===== src/rtl/submdl_rotctrl.sv =====
// Sequencer for the submdl_rot8 8-phase one-hot rotator: runs N full rotations per
// request, drains the ring, watches ring integrity and supports abort.
module submdl_rotctrl #(
    parameter int unsigned CNTW = 12
) (
    input  logic            i_CLK,
    input  logic            i_RST,
    input  logic            i_CEN_n,
    input  logic            i_START,
    input  logic            i_ABORT,
    input  logic [CNTW-1:0] i_STEPS,
    input  logic [7:0]      i_ROT8,
    output logic            o_STOP_n,
    output logic            o_BUSY,
    output logic            o_DONE,
    output logic            o_ABORTED,
    output logic            o_ERR,
    output logic [CNTW-1:0] o_STEP_CNT,
    output logic [2:0]      o_PHASE,
    output logic            o_PHASE_VLD
);

    typedef enum logic [1:0] {
        IDLE,
        PRIME,
        RUN,
        DRAIN
    } state_e;

    localparam logic [CNTW-1:0] ONE = {{(CNTW-1){1'b0}}, 1'b1};

    state_e          state_q, state_d;
    logic            stop_n_q, stop_n_d;
    logic            busy_q, busy_d;
    logic            done_q, done_d;
    logic            aborted_q, aborted_d;
    logic            err_q, err_d;
    logic [CNTW-1:0] cnt_q, cnt_d;
    logic [CNTW-1:0] rem_q, rem_d;
    logic            abort_now;

    always_comb begin
        o_PHASE = 3'd0;
        for (int unsigned i = 0; i < 8; i++) begin
            if (i_ROT8[i]) o_PHASE = i[2:0];
        end
    end

    assign o_PHASE_VLD = $onehot(i_ROT8);

    // An abort sampled on this edge must already hold off re-injection at 8'h80,
    // so the registered stop is gated by the abort request itself.
    assign abort_now = i_ABORT && !i_CEN_n && (state_q == PRIME || state_q == RUN);

    assign o_STOP_n   = stop_n_q && !abort_now;
    assign o_BUSY     = busy_q;
    assign o_DONE     = done_q;
    assign o_ABORTED  = aborted_q;
    assign o_ERR      = err_q;
    assign o_STEP_CNT = cnt_q;

    always_comb begin
        state_d   = state_q;
        stop_n_d  = stop_n_q;
        busy_d    = busy_q;
        done_d    = 1'b0;
        aborted_d = aborted_q;
        err_d     = err_q;
        cnt_d     = cnt_q;
        rem_d     = rem_q;
        if (!i_CEN_n) begin
            unique case (state_q)
                IDLE: begin
                    if (i_START) begin
                        if (i_STEPS == '0) begin
                            done_d    = 1'b1;
                            err_d     = 1'b0;
                            aborted_d = 1'b0;
                            cnt_d     = '0;
                        end else if (i_ROT8 == 8'h00) begin
                            rem_d     = i_STEPS;
                            cnt_d     = '0;
                            err_d     = 1'b0;
                            aborted_d = 1'b0;
                            stop_n_d  = 1'b1;
                            busy_d    = 1'b1;
                            state_d   = PRIME;
                        end
                    end
                end
                PRIME: begin
                    if (i_ROT8 != 8'h00 && i_ROT8 != 8'h01) begin
                        err_d    = 1'b1;
                        stop_n_d = 1'b0;
                        state_d  = DRAIN;
                    end else if (i_ABORT) begin
                        aborted_d = 1'b1;
                        stop_n_d  = 1'b0;
                        state_d   = DRAIN;
                    end else if (i_ROT8 == 8'h01) begin
                        state_d = RUN;
                    end
                end
                RUN: begin
                    if (!o_PHASE_VLD) begin
                        err_d    = 1'b1;
                        stop_n_d = 1'b0;
                        state_d  = DRAIN;
                    end else begin
                        if (i_ROT8 == 8'h80) begin
                            cnt_d = cnt_q + ONE;
                            rem_d = rem_q - ONE;
                        end
                        if (i_ABORT) begin
                            aborted_d = 1'b1;
                            stop_n_d  = 1'b0;
                            state_d   = DRAIN;
                        end else if (i_ROT8 == 8'h80 && rem_q == ONE) begin
                            stop_n_d = 1'b0;
                            state_d  = DRAIN;
                        end else if (i_ROT8 == 8'h40 && rem_q == ONE) begin
                            stop_n_d = 1'b0;
                        end
                    end
                end
                DRAIN: begin
                    stop_n_d = 1'b0;
                    if (i_ROT8 == 8'h00) begin
                        busy_d  = 1'b0;
                        done_d  = 1'b1;
                        state_d = IDLE;
                    end
                end
                default: state_d = IDLE;
            endcase
        end
    end

    always_ff @(posedge i_CLK or posedge i_RST) begin
        if (i_RST) begin
            state_q   <= IDLE;
            stop_n_q  <= 1'b0;
            busy_q    <= 1'b0;
            done_q    <= 1'b0;
            aborted_q <= 1'b0;
            err_q     <= 1'b0;
            cnt_q     <= '0;
            rem_q     <= '0;
        end else begin
            state_q   <= state_d;
            stop_n_q  <= stop_n_d;
            busy_q    <= busy_d;
            done_q    <= done_d;
            aborted_q <= aborted_d;
            err_q     <= err_d;
            cnt_q     <= cnt_d;
            rem_q     <= rem_d;
        end
    end

endmodule


===== config.mk =====
export PLATFORM = sky130hd
export DESIGN_NAME = submdl_rotctrl
export DESIGN_NICKNAME = d
export VERILOG_FILES = /design/src/rtl/submdl_rotctrl.sv
export SDC_FILE = /design/constraint.sdc
export NUM_CORES = 1
export LEC_CHECK = 0
export CORE_ASPECT_RATIO = 0.5
export CORE_MARGIN = 4
export CORE_UTILIZATION = 52
export DETAILED_ROUTE_END_ITERATION = 6
export GPL_TIMING_DRIVEN = 0
export PLACE_DENSITY = 0.8
export RECOVER_POWER = 100
export SLEW_MARGIN = 20
export SYNTH_ARGS = -nofsm -noshare
export SYNTH_HDL_FRONTEND = slang
export SYNTH_SLANG_ARGS = --single-unit

===== constraint.sdc =====
create_clock -name i_CLK -period 5.72 [get_ports i_CLK]
set_input_delay 1.144 -clock i_CLK [delete_from_list [all_inputs] [get_ports i_CLK]]
set_output_delay 1.144 -clock i_CLK [all_outputs]
set_load 0.1 [all_outputs]

# [Word level (Yosys, flattened, before mapping)]
# Cells that the tools add are included.
[totals] out_inout_bits=21 input_bits=25 reg_bits=31
[op_classes] n_eq_ne=23 n_mux=56 reduce_logical=23 n_bitwise=1 addsub=9
[op_table] operator="$mux W12" count=10
[op_table] operator="$pmux W12 S2" count=2
[op_table] operator="$reduce_and A6 Y1" count=5
[op_table] operator="$mux W1" count=22
[op_table] operator="$mux W2" count=10
[op_table] operator="$mux W3" count=6
[op_table] operator="$ne A2 B2 Y1 const B" count=7
[op_table] operator="$reduce_and A7 Y1" count=2
[op_table] operator="$add A12 B1 Y12 const B" count=1
[op_table] operator="$eq A12 B1 Y1 const B" count=1
[op_table] operator="$logic_not A12 Y1" count=1
[op_table] operator="$sub A12 B1 Y12 const B" count=1
[op_table] operator="$add A1 B1 Y2" count=4
[op_table] operator="$eq A8 B1 Y1 const B" count=1
[op_table] operator="$eq A8 B7 Y1 const B" count=1
[op_table] operator="$eq A8 B8 Y1 const B" count=1
[op_table] operator="$logic_not A8 Y1" count=1
[op_table] operator="$ne A8 B1 Y1 const B" count=1
[op_table] operator="$pmux W2 S4" count=1
[op_table] operator="$reduce_bool A8 Y1" count=1
[op_table] operator="$add A2 B2 Y3" count=2
[op_table] operator="$logic_and A1 B1 Y1" count=6
[op_table] operator="$pmux W1 S3" count=2
[op_table] operator="$ne A5 B3 Y1 const B" count=1
[op_table] operator="17 further kinds" count=22

# [Depth between registers and ports, before layout]
# Gate-level depths: netlist of the first run.
[logic_depth] depth_word=7 ltp_mapped=15 mapped_depth_nobuf=13

# [Worst setup path after synthesis of the first run]
# OpenSTA, ideal clock, no wires.
[synth_timing] path_kind="input port to flip-flop" start="input i_ROT8[1]" end="register cnt_q[6], in the netlist o_STEP_CNT[6]" cell_stages=14 t_arrival_ps=6329 path_slack_ps=-686 setup_ps=77 cell_sequence="inv_1 -> fa_1 -> fa_1 -> fa_1 -> inv_1 -> ha_1 -> inv_1 -> fa_1 -> a211o_1 -> a21oi_1 -> a31oi_1 -> clkbuf_1 -> or4_1 -> a21oi_1"
[synth_via] elab_chain_len=6 word_cells_on_any_way=10 classes_between="3 x add/sub; 5 x eq/ne; 2 x reduce/logical"
[synth_lines] element="start: declaration" line_no="12" source="input logic [7:0] i_ROT8,"
[synth_lines] element="$add A1 B1 Y2 (not written as such)" line_no="49" source="assign o_PHASE_VLD = $onehot(i_ROT8);"
[synth_lines] element="$add A2 B2 Y3 (not written as such)" line_no="49"
[synth_lines] element="$add A3 B3 Y4 (not written as such)" line_no="49"
[synth_lines] element="$eq A4 B1 Y1" line_no="49"
[synth_lines] element="named net o_PHASE_VLD" line_no="20" source="output logic o_PHASE_VLD"
[synth_lines] element="$ne A2 B2 Y1 (no line)"
[synth_lines] element="$reduce_and A6 Y1 (no line)"
[synth_lines] element="end signal: assignment" line_no="156" source="cnt_q <= cnt_d;"
[synth_lines] element="end: declaration" line_no="38" source="logic [CNTW-1:0] cnt_q, cnt_d;"
# The timed path passes the listed nets, and every way through them passes these cells.
# A chain may end at the register's enable or synchronous reset.

# [Final worst setup path of the first run]
[layout_timing] start="input i_ROT8[1]" end="output o_PHASE_VLD"
[layout_via] elab_chain_len=4
[layout_lines] element="$add A1 B1 Y2 (not written as such)" line_no="49"
[layout_lines] element="$add A2 B2 Y3 (not written as such)" line_no="49"
[layout_lines] element="$add A3 B3 Y4 (not written as such)" line_no="49"
[layout_lines] element="$eq A4 B1 Y1" line_no="49"
[layout_lines] element="end: declaration" line_no="20"
# No other way between the ends.

==> results of run 1 <==
==> registers in the layout (all words and copies together), names as in the netlist <==
signal	cells
o_DONE	1
o_ERR	1
rem_q	12
o_ABORTED	1
state_q	2
stop_n_q	1
o_BUSY	1
o_STEP_CNT	12
==> critical path, cell delays in order <==
cell and delay [ps]:
clkdlybuf4s50_1 450, inv_1 80, fa_1 480, fa_1 510, fa_1 400, inv_1 70
ha_1 150, inv_1 60, fa_2 520, o211ai_1 140, a21oi_4 210, buf_12 200
==> through the flow <==
step	total power [uW]	hold slack, ps	std cells	cell area (sq um)
after floorplan	969	469	272	2390
after global placement	1170	475	374	2920
after detailed placement	1200	495	374	2920
after CTS	1410	511	383	3040
after global routing	1510	514	384	3070
final	1420	503	384	3070
==> worst max-delay path by stage <==
stage	from	slack [ps]	end
after floorplan	i_ROT8[1]	80	o_STEP_CNT[6]
after global placement	i_ROT8[0]	-950	o_PHASE_VLD
after detailed placement	i_ROT8[0]	-1010	o_PHASE_VLD
after CTS	i_ROT8[0]	50	o_PHASE_VLD
after global routing	i_ROT8[1]	20	rem_q[3]
final	i_ROT8[1]	150	o_PHASE_VLD
==> layer usage <==
layer	vias to the layer above	wire length [microns]	global-route usage
met5	-	0	0
li1	1156	-	-
met4	0	119	0.0663
met3	15	590	0.0730
met1	1182	2930	0.317
met2	105	3290	0.407
==> repair_timing <==
item,CTS,global route
setup buffers,1,1
gates resized for setup,10,9
hold buffers,0,0
hold endpoints to repair,0,0
pin swaps,1,3
setup endpoints to repair,1,25
==> cell usage in the layout (no fill, tap or decap), types with 3 or more instances in the layout <==
cell type / netlist / layout
a211o_1: 6 / 6
a211oi_1: 4 / 4
a21oi_1: 10 / 9
a31oi_1: 5 / 4
a41o_1: 3 / 3
and4_1: 4 / 4
clkbuf_1: 9 / 8
clkbuf_8: 0 / 7
clkdlybuf4s50_1: 0 / 20
dfrtp_1: 31 / 31
dlygate4sd3_1: 0 / 22
fa_1: 4 / 3
ha_1: 12 / 12
inv_1: 25 / 24
mux2_2: 3 / 3
nand2_1: 21 / 21
nand2b_1: 4 / 4
nand3_1: 10 / 10
nand4_1: 4 / 4
nor2_1: 14 / 14
nor3_1: 9 / 9
nor3b_1: 3 / 3
nor4_1: 7 / 7
o211a_1: 4 / 4
o21ai_0: 11 / 11
o22ai_1: 3 / 3
o31ai_1: 14 / 14
or4_1: 10 / 10
==> layout make-up <==
cell class	instances	area, sq um	area share
plain buffers	12	56.3	0.0184
clock buffers	7	96.3	0.0314
clock inverters	1	7.51	0.00245
inverters	27	101	0.0330
multi-input cells	202	1480	0.482
flip-flops and latches	31	776	0.253
well taps	57	71.3	0.0233
repair buffers	47	480	0.157
==> power by group <==
group,switching (uW),internal (uW),leakage (uW)
Sequential,83.7,289,0.000381
Clock,86.3,109,0.0000505
Combinational,574,280,0.000891
==> kinds of logic (layout without fill, tap and decap cells) <==
| family | Yosys count | count (layout) | share of synthesized area |
|---|---|---|---|
| DFF | 31 | 31 | 0.325 |
| AOI/OAI and AO/OA | 82 | 82 | 0.256 |
| xor gates and xnor gates | 1 | 1 | 0.00367 |
| adders and majority gates | 16 | 16 | 0.0963 |
| buffers and inverters | 39 | 94 | 0.0654 |
| muxes | 5 | 5 | 0.0225 |
| and+or+nand+nor | 98 | 98 | 0.231 |
==> metrics.txt, run 1 <==
clock skew approximately 13 ps; data arrival time of the critical path 4420 ps; endpoint of the worst hold-timing path o_ABORTED; core utilization of the finished layout 0.693; cell with the most instances after synthesis dfrtp_1; register bit count reported by yosys 31; IR drop worst, VDD 340 uV; capturing point of the worst reg2reg path state_q[1]; dominant cell type by area after synthesis dfrtp_1; Leak between 0.001 and 0.0015 uW; Reg-to-Reg Start state_q[0]; main flop type after synthesis dfrtp_1; period utilization 0.974; Pwr Density 464 mW/mm^2; number of enable-type register cells in the synthesized netlist 0; Inserted Diodes 0; max-cap check violation count 0; synthesized area divided by synthesized cell count 8.79 sq um; CTS Root Buffer Type clkbuf_8; share of synthesized flip-flops with an asynchronous set or reset 1.00; standard-cell row count 17; number of nets with antenna violations after detailed routing 0; Final setup violation count 0; most area-consuming cells after synthesis dfrtp_1 (32%), ha_1 (6.3%), o31ai_1 (4.4%); final period demand of the worst path 5570 ps; Routed WL 6940 microns; number of cells produced by synthesis 272; setup repair after global routing missed its margin false; CTS H-Tree Depth 2; count of synthesis-stage warnings from yosys 0; Buffers on Ports 45; worst skew pair latency approximately 290 ps; DIE HEIGHT 55.9 microns; post-synth top area share 0.325; post-placement worst setup slack -1010 ps; max-slew headroom at the worst pin 0.215; setup tns final 0 ps; critical path peak fanout 4; CTS sink cnt 31; count of unresolved DRC violations after routing 0; Inserted Clock Buffers 5; setup slack, reg-to-reg 2960 ps; worst hold start o_ABORTED; syn nets ~310; number of top-level pins 46; detailed placement HPWL 5100 microns; global router's overall resource usage 0.247; register area share after synthesis 0.325; number of antenna violations at the first check in global routing 0; number of global-route vias before repair 2418; Die Footprint 0.00581 sq mm; per-cell routed wire length 18.1 microns; net count of the finished layout 367; number of unique standard cell types used by synthesis 56; count of fill cells added during filler insertion roughly 390; Fin. Hold Viols 0; chip width 104 microns; ratio of cells with drive above 1 in the final layout 0.0826; Worst Tran Pin Value 1180 ps; wire length of the first global-routing pass approximately 12000 microns; path type of the worst setup path input pin to primary output; result of the run finished clean; class of the tightest hold or removal check register to register; core area between 0.004 and 0.005 sq mm; type of destination of the critical path primary output; hold path cells 1; clock tree buffer depth 2; GR Overflow Total 0; summed instance area of the synthesized netlist 0.00239 sq mm; TritonCTS clock tree built; DR pass1 iterations 5; Worst-path clk slew 70 ps; endpoint required time on the critical path between 4000 and 5000 ps; count of vias placed by the detailed router 2458; final weighted congestion in routability-driven placement 0.921; Critical Path Start Type input pin; starting DRC count in detailed routing 231; top cells by count, synth dfrtp_1 (31), inv_1 (25), nand2_1 (21), nor2_1 (14), o31ai_1 (14); peak clock frequency supported by timing 180 MHz; cell count of the worst reg-to-reg path 8; Via density ~6.4; area overhead of the layout relative to synthesis 28.3%; final-report max-slew violation count 0; worst setup slack after layout roughly 150 ps; pin count of the biggest net entering global routing 32; Initial Utilization 0.540
(Power assumes the default switching activity.)
==> run 2, diff against run 1 <==
CORE_UTILIZATION = 57   (was 52)
PLACE_DENSITY = 0.87   (was 0.8)
clock period = 7 ns   (was 5.72 ns; I/O delays follow)
==> metrics.txt, run 2 (synthesized netlist as in run 1, its figures left out) <==
setup repair after global routing missed its margin false; Via density 6.46 (+0.95%); Setup crit end o_PHASE_VLD; number of top-level pins 46 (unchanged); CTS Root Buffer Type clkbuf_8; detailed placement HPWL 5000 microns (-1.9%); core area 0.00396 sq mm (-10%); Routed WL 6750 microns (-2.7%); number of antenna violations at the first check in global routing 0 (unchanged); cell count of the worst reg-to-reg path 10 (+2); number of nets with antenna violations after detailed routing 0 (unchanged); peak clock frequency supported by timing ~150 MHz; overall power 1110 uW (-22%); standard-cell row count 16 (-1); max-slew headroom at the worst pin 0.187 (-0.0281); Leak 0.00128 uW (-3.5%); post-CTS setup repair buffer count 0 (-1); Inserted Diodes 0 (unchanged); Initial Utilization 0.603 (+0.0627); worst skew pair latency 300 ps (about the same); proportion of power drawn by the clock network 0.129 (-0.009); CTS sink cnt 31 (unchanged); chip width 99.6 microns (-4.1%); origin of the worst setup path i_ROT8[0]; Final setup violation count 0 (unchanged); pin count of the biggest net entering global routing 32 (unchanged); number of global-route vias before repair 2443 (+1.0%); Hold WS 502 ps (-1.21 ps); Gate power share 0.602 (+0.002); delay contributed by the slowest stage of the critical path 610 ps (+90 ps); ratio of cells with drive above 1 in the final layout 0.0585 (-0.0241); IR drop worst, VDD 266 uV (-22%); global router's overall resource usage 0.266 (+0.0194); DR pass1 iterations 5 (unchanged); final weighted congestion in routability-driven placement 0.955 (+3.6%); clock tree buffer depth 2 (unchanged); count of vias placed by the detailed router 2449 (-0.37%); CTS H-Tree Depth 2 (unchanged); critical path peak fanout 5 (+1); period utilization 0.968; Buffers on Ports 45 (unchanged); data arrival time of the critical path 5380 ps (+960 ps); Int Power 520 uW (-23%); Critical Path Start Type input pin; worst setup slack after layout 224 ps (+72.7 ps); cell breakdown of the critical path clkdlybuf4s50_1 -> inv_1 -> fa_1 -> fa_1 -> fa_1 -> inv_1 -> ha_1 -> inv_1 -> fa_1 -> a211o_1 -> a21oi_1 -> clkdlybuf4s18_2; DIE HEIGHT 53.8 microns (-3.8%); capturing point of the worst reg2reg path rem_q[3]; net count of the finished layout 365 (-0.54%); Reg-to-Reg Start state_q[0]; wire length of the first global-routing pass 11300 microns (-3.7%); area overhead of the layout relative to synthesis 25.2%; TritonCTS clock tree built; type of destination of the critical path primary output; clock skew 10.1 ps (-2.82 ps); per-cell routed wire length 17.8 microns (-1.5%); final-report max-slew violation count 0 (unchanged); count of unresolved DRC violations after routing 0 (unchanged); most common cell after layout, fill and taps aside dfrtp_1; max-cap check violation count 0 (unchanged); Pwr Density 372 mW/mm^2 (-20%); Worst Tran Pin Value 1220 ps (+42.1 ps); cell type with the highest occurrence count on the critical path fa_1; final period demand of the worst path 6780 ps; GR Overflow Total 0 (unchanged); Inserted Clock Buffers 5 (unchanged); worst-path cell with the longest stage delay clkdlybuf4s18_2; Fin. Hold Viols 0 (unchanged); setup slack, reg-to-reg 4250 ps (+1290 ps); commonest cells after routing, fill and taps aside dfrtp_1 (31), inv_1 (25), clkdlybuf4s50_1 (22), dlygate4sd3_1 (22), nand2_1 (21); class of the tightest hold or removal check register to register; endpoint required time on the critical path 5600 ps (+1020 ps); Worst-path clk slew 60 ps (about the same); fraction of power spent switching nets 0.533 (+0.0105); post-placement worst setup slack -383 ps (+625 ps); worst hold start o_ERR; result of the run finished clean; Sequential Power Share 0.269 (+0.007); path type of the worst setup path input pin to primary output; sw power 595 uW (-20%); Die Footprint 0.00536 sq mm (-7.8%); starting DRC count in detailed routing 169 (-27%)
-- run 2: cell count changes in the layout (fill, tap and decap cells not counted), sizes merged --
cell,change
buf,-3
clkdlybuf4s50,+2
dlymetal6s2s,-2
clkbuf,-1
clkdlybuf4s18,+1
clkinv,+1
-- run 2: how the worst min path moves through the flow --
stage                      endpoint  depth (start not counted)  slack [ps]
after floorplan           rem_q[10]                          2         470
after global placement     stop_n_q                          1         490
after detailed placement   stop_n_q                          1         500
after CTS                     o_ERR                          1         510
after global routing          o_ERR                          1         510
final                         o_ERR                          1         500
-- run 2: metal layers --
metal,track usage,part of all wire
met5,0,0
met4,0.0771,0.012
met3,0.0505,0.071
met2,0.474,0.47
met1,0.338,0.45
-- run 2: cell type report --
type | count | area (sq um)
Multi-Input combinational cell | 202 | 1460
Fill cell | 296 | 971
Sequential cell | 31 | 776
Timing Repair Buffer | 45 | 450
Inverter | 27 | 101
Clock buffer | 6 | 72.6
Tap cell | 54 | 67.6
Buffer | 12 | 55.1
Clock inverter | 2 | 12.5
-- run 2: what timing repair did --
| item | 4_1_cts | 5_1_grt |
|---|---|---|
| endpoints found under the setup margin | 1 | 1 |
| hold buffers | 0 | 0 |
| gates resized for setup | 3 | 1 |
-- run 2: critical path, delay by kind of cell --
family | cells | cell delay [ps]
fa+ha+maj | 5 | 1980
compound gates | 2 | 680
buf+inv | 5 | 1310
-- run 2: stage by stage --
step                TNS (ps)  area, sq um  cells  utilization
detailed placement      -383         2910    371        0.734
finish                     0         2990    379        0.755
floorplan                  0         2390    272            -
CTS                        0         2990    379        0.755
global route               0         2990    379        0.755
global placement        -323         2910    371        0.734
-- run 2: power by group through the flow --
| stage | clock [uW] | combinational [uW] | sequential, uW |
|---|---|---|---|
| 4_1_cts | 143 | 670 | 298 |
| 2_1_floorplan | 0 | 393 | 397 |
| 3_3_place_gp | 0 | 650 | 296 |
| 5_1_grt | 152 | 721 | 308 |
| 6_report | 143 | 671 | 300 |
| 3_5_place_dp | 0 | 669 | 301 |
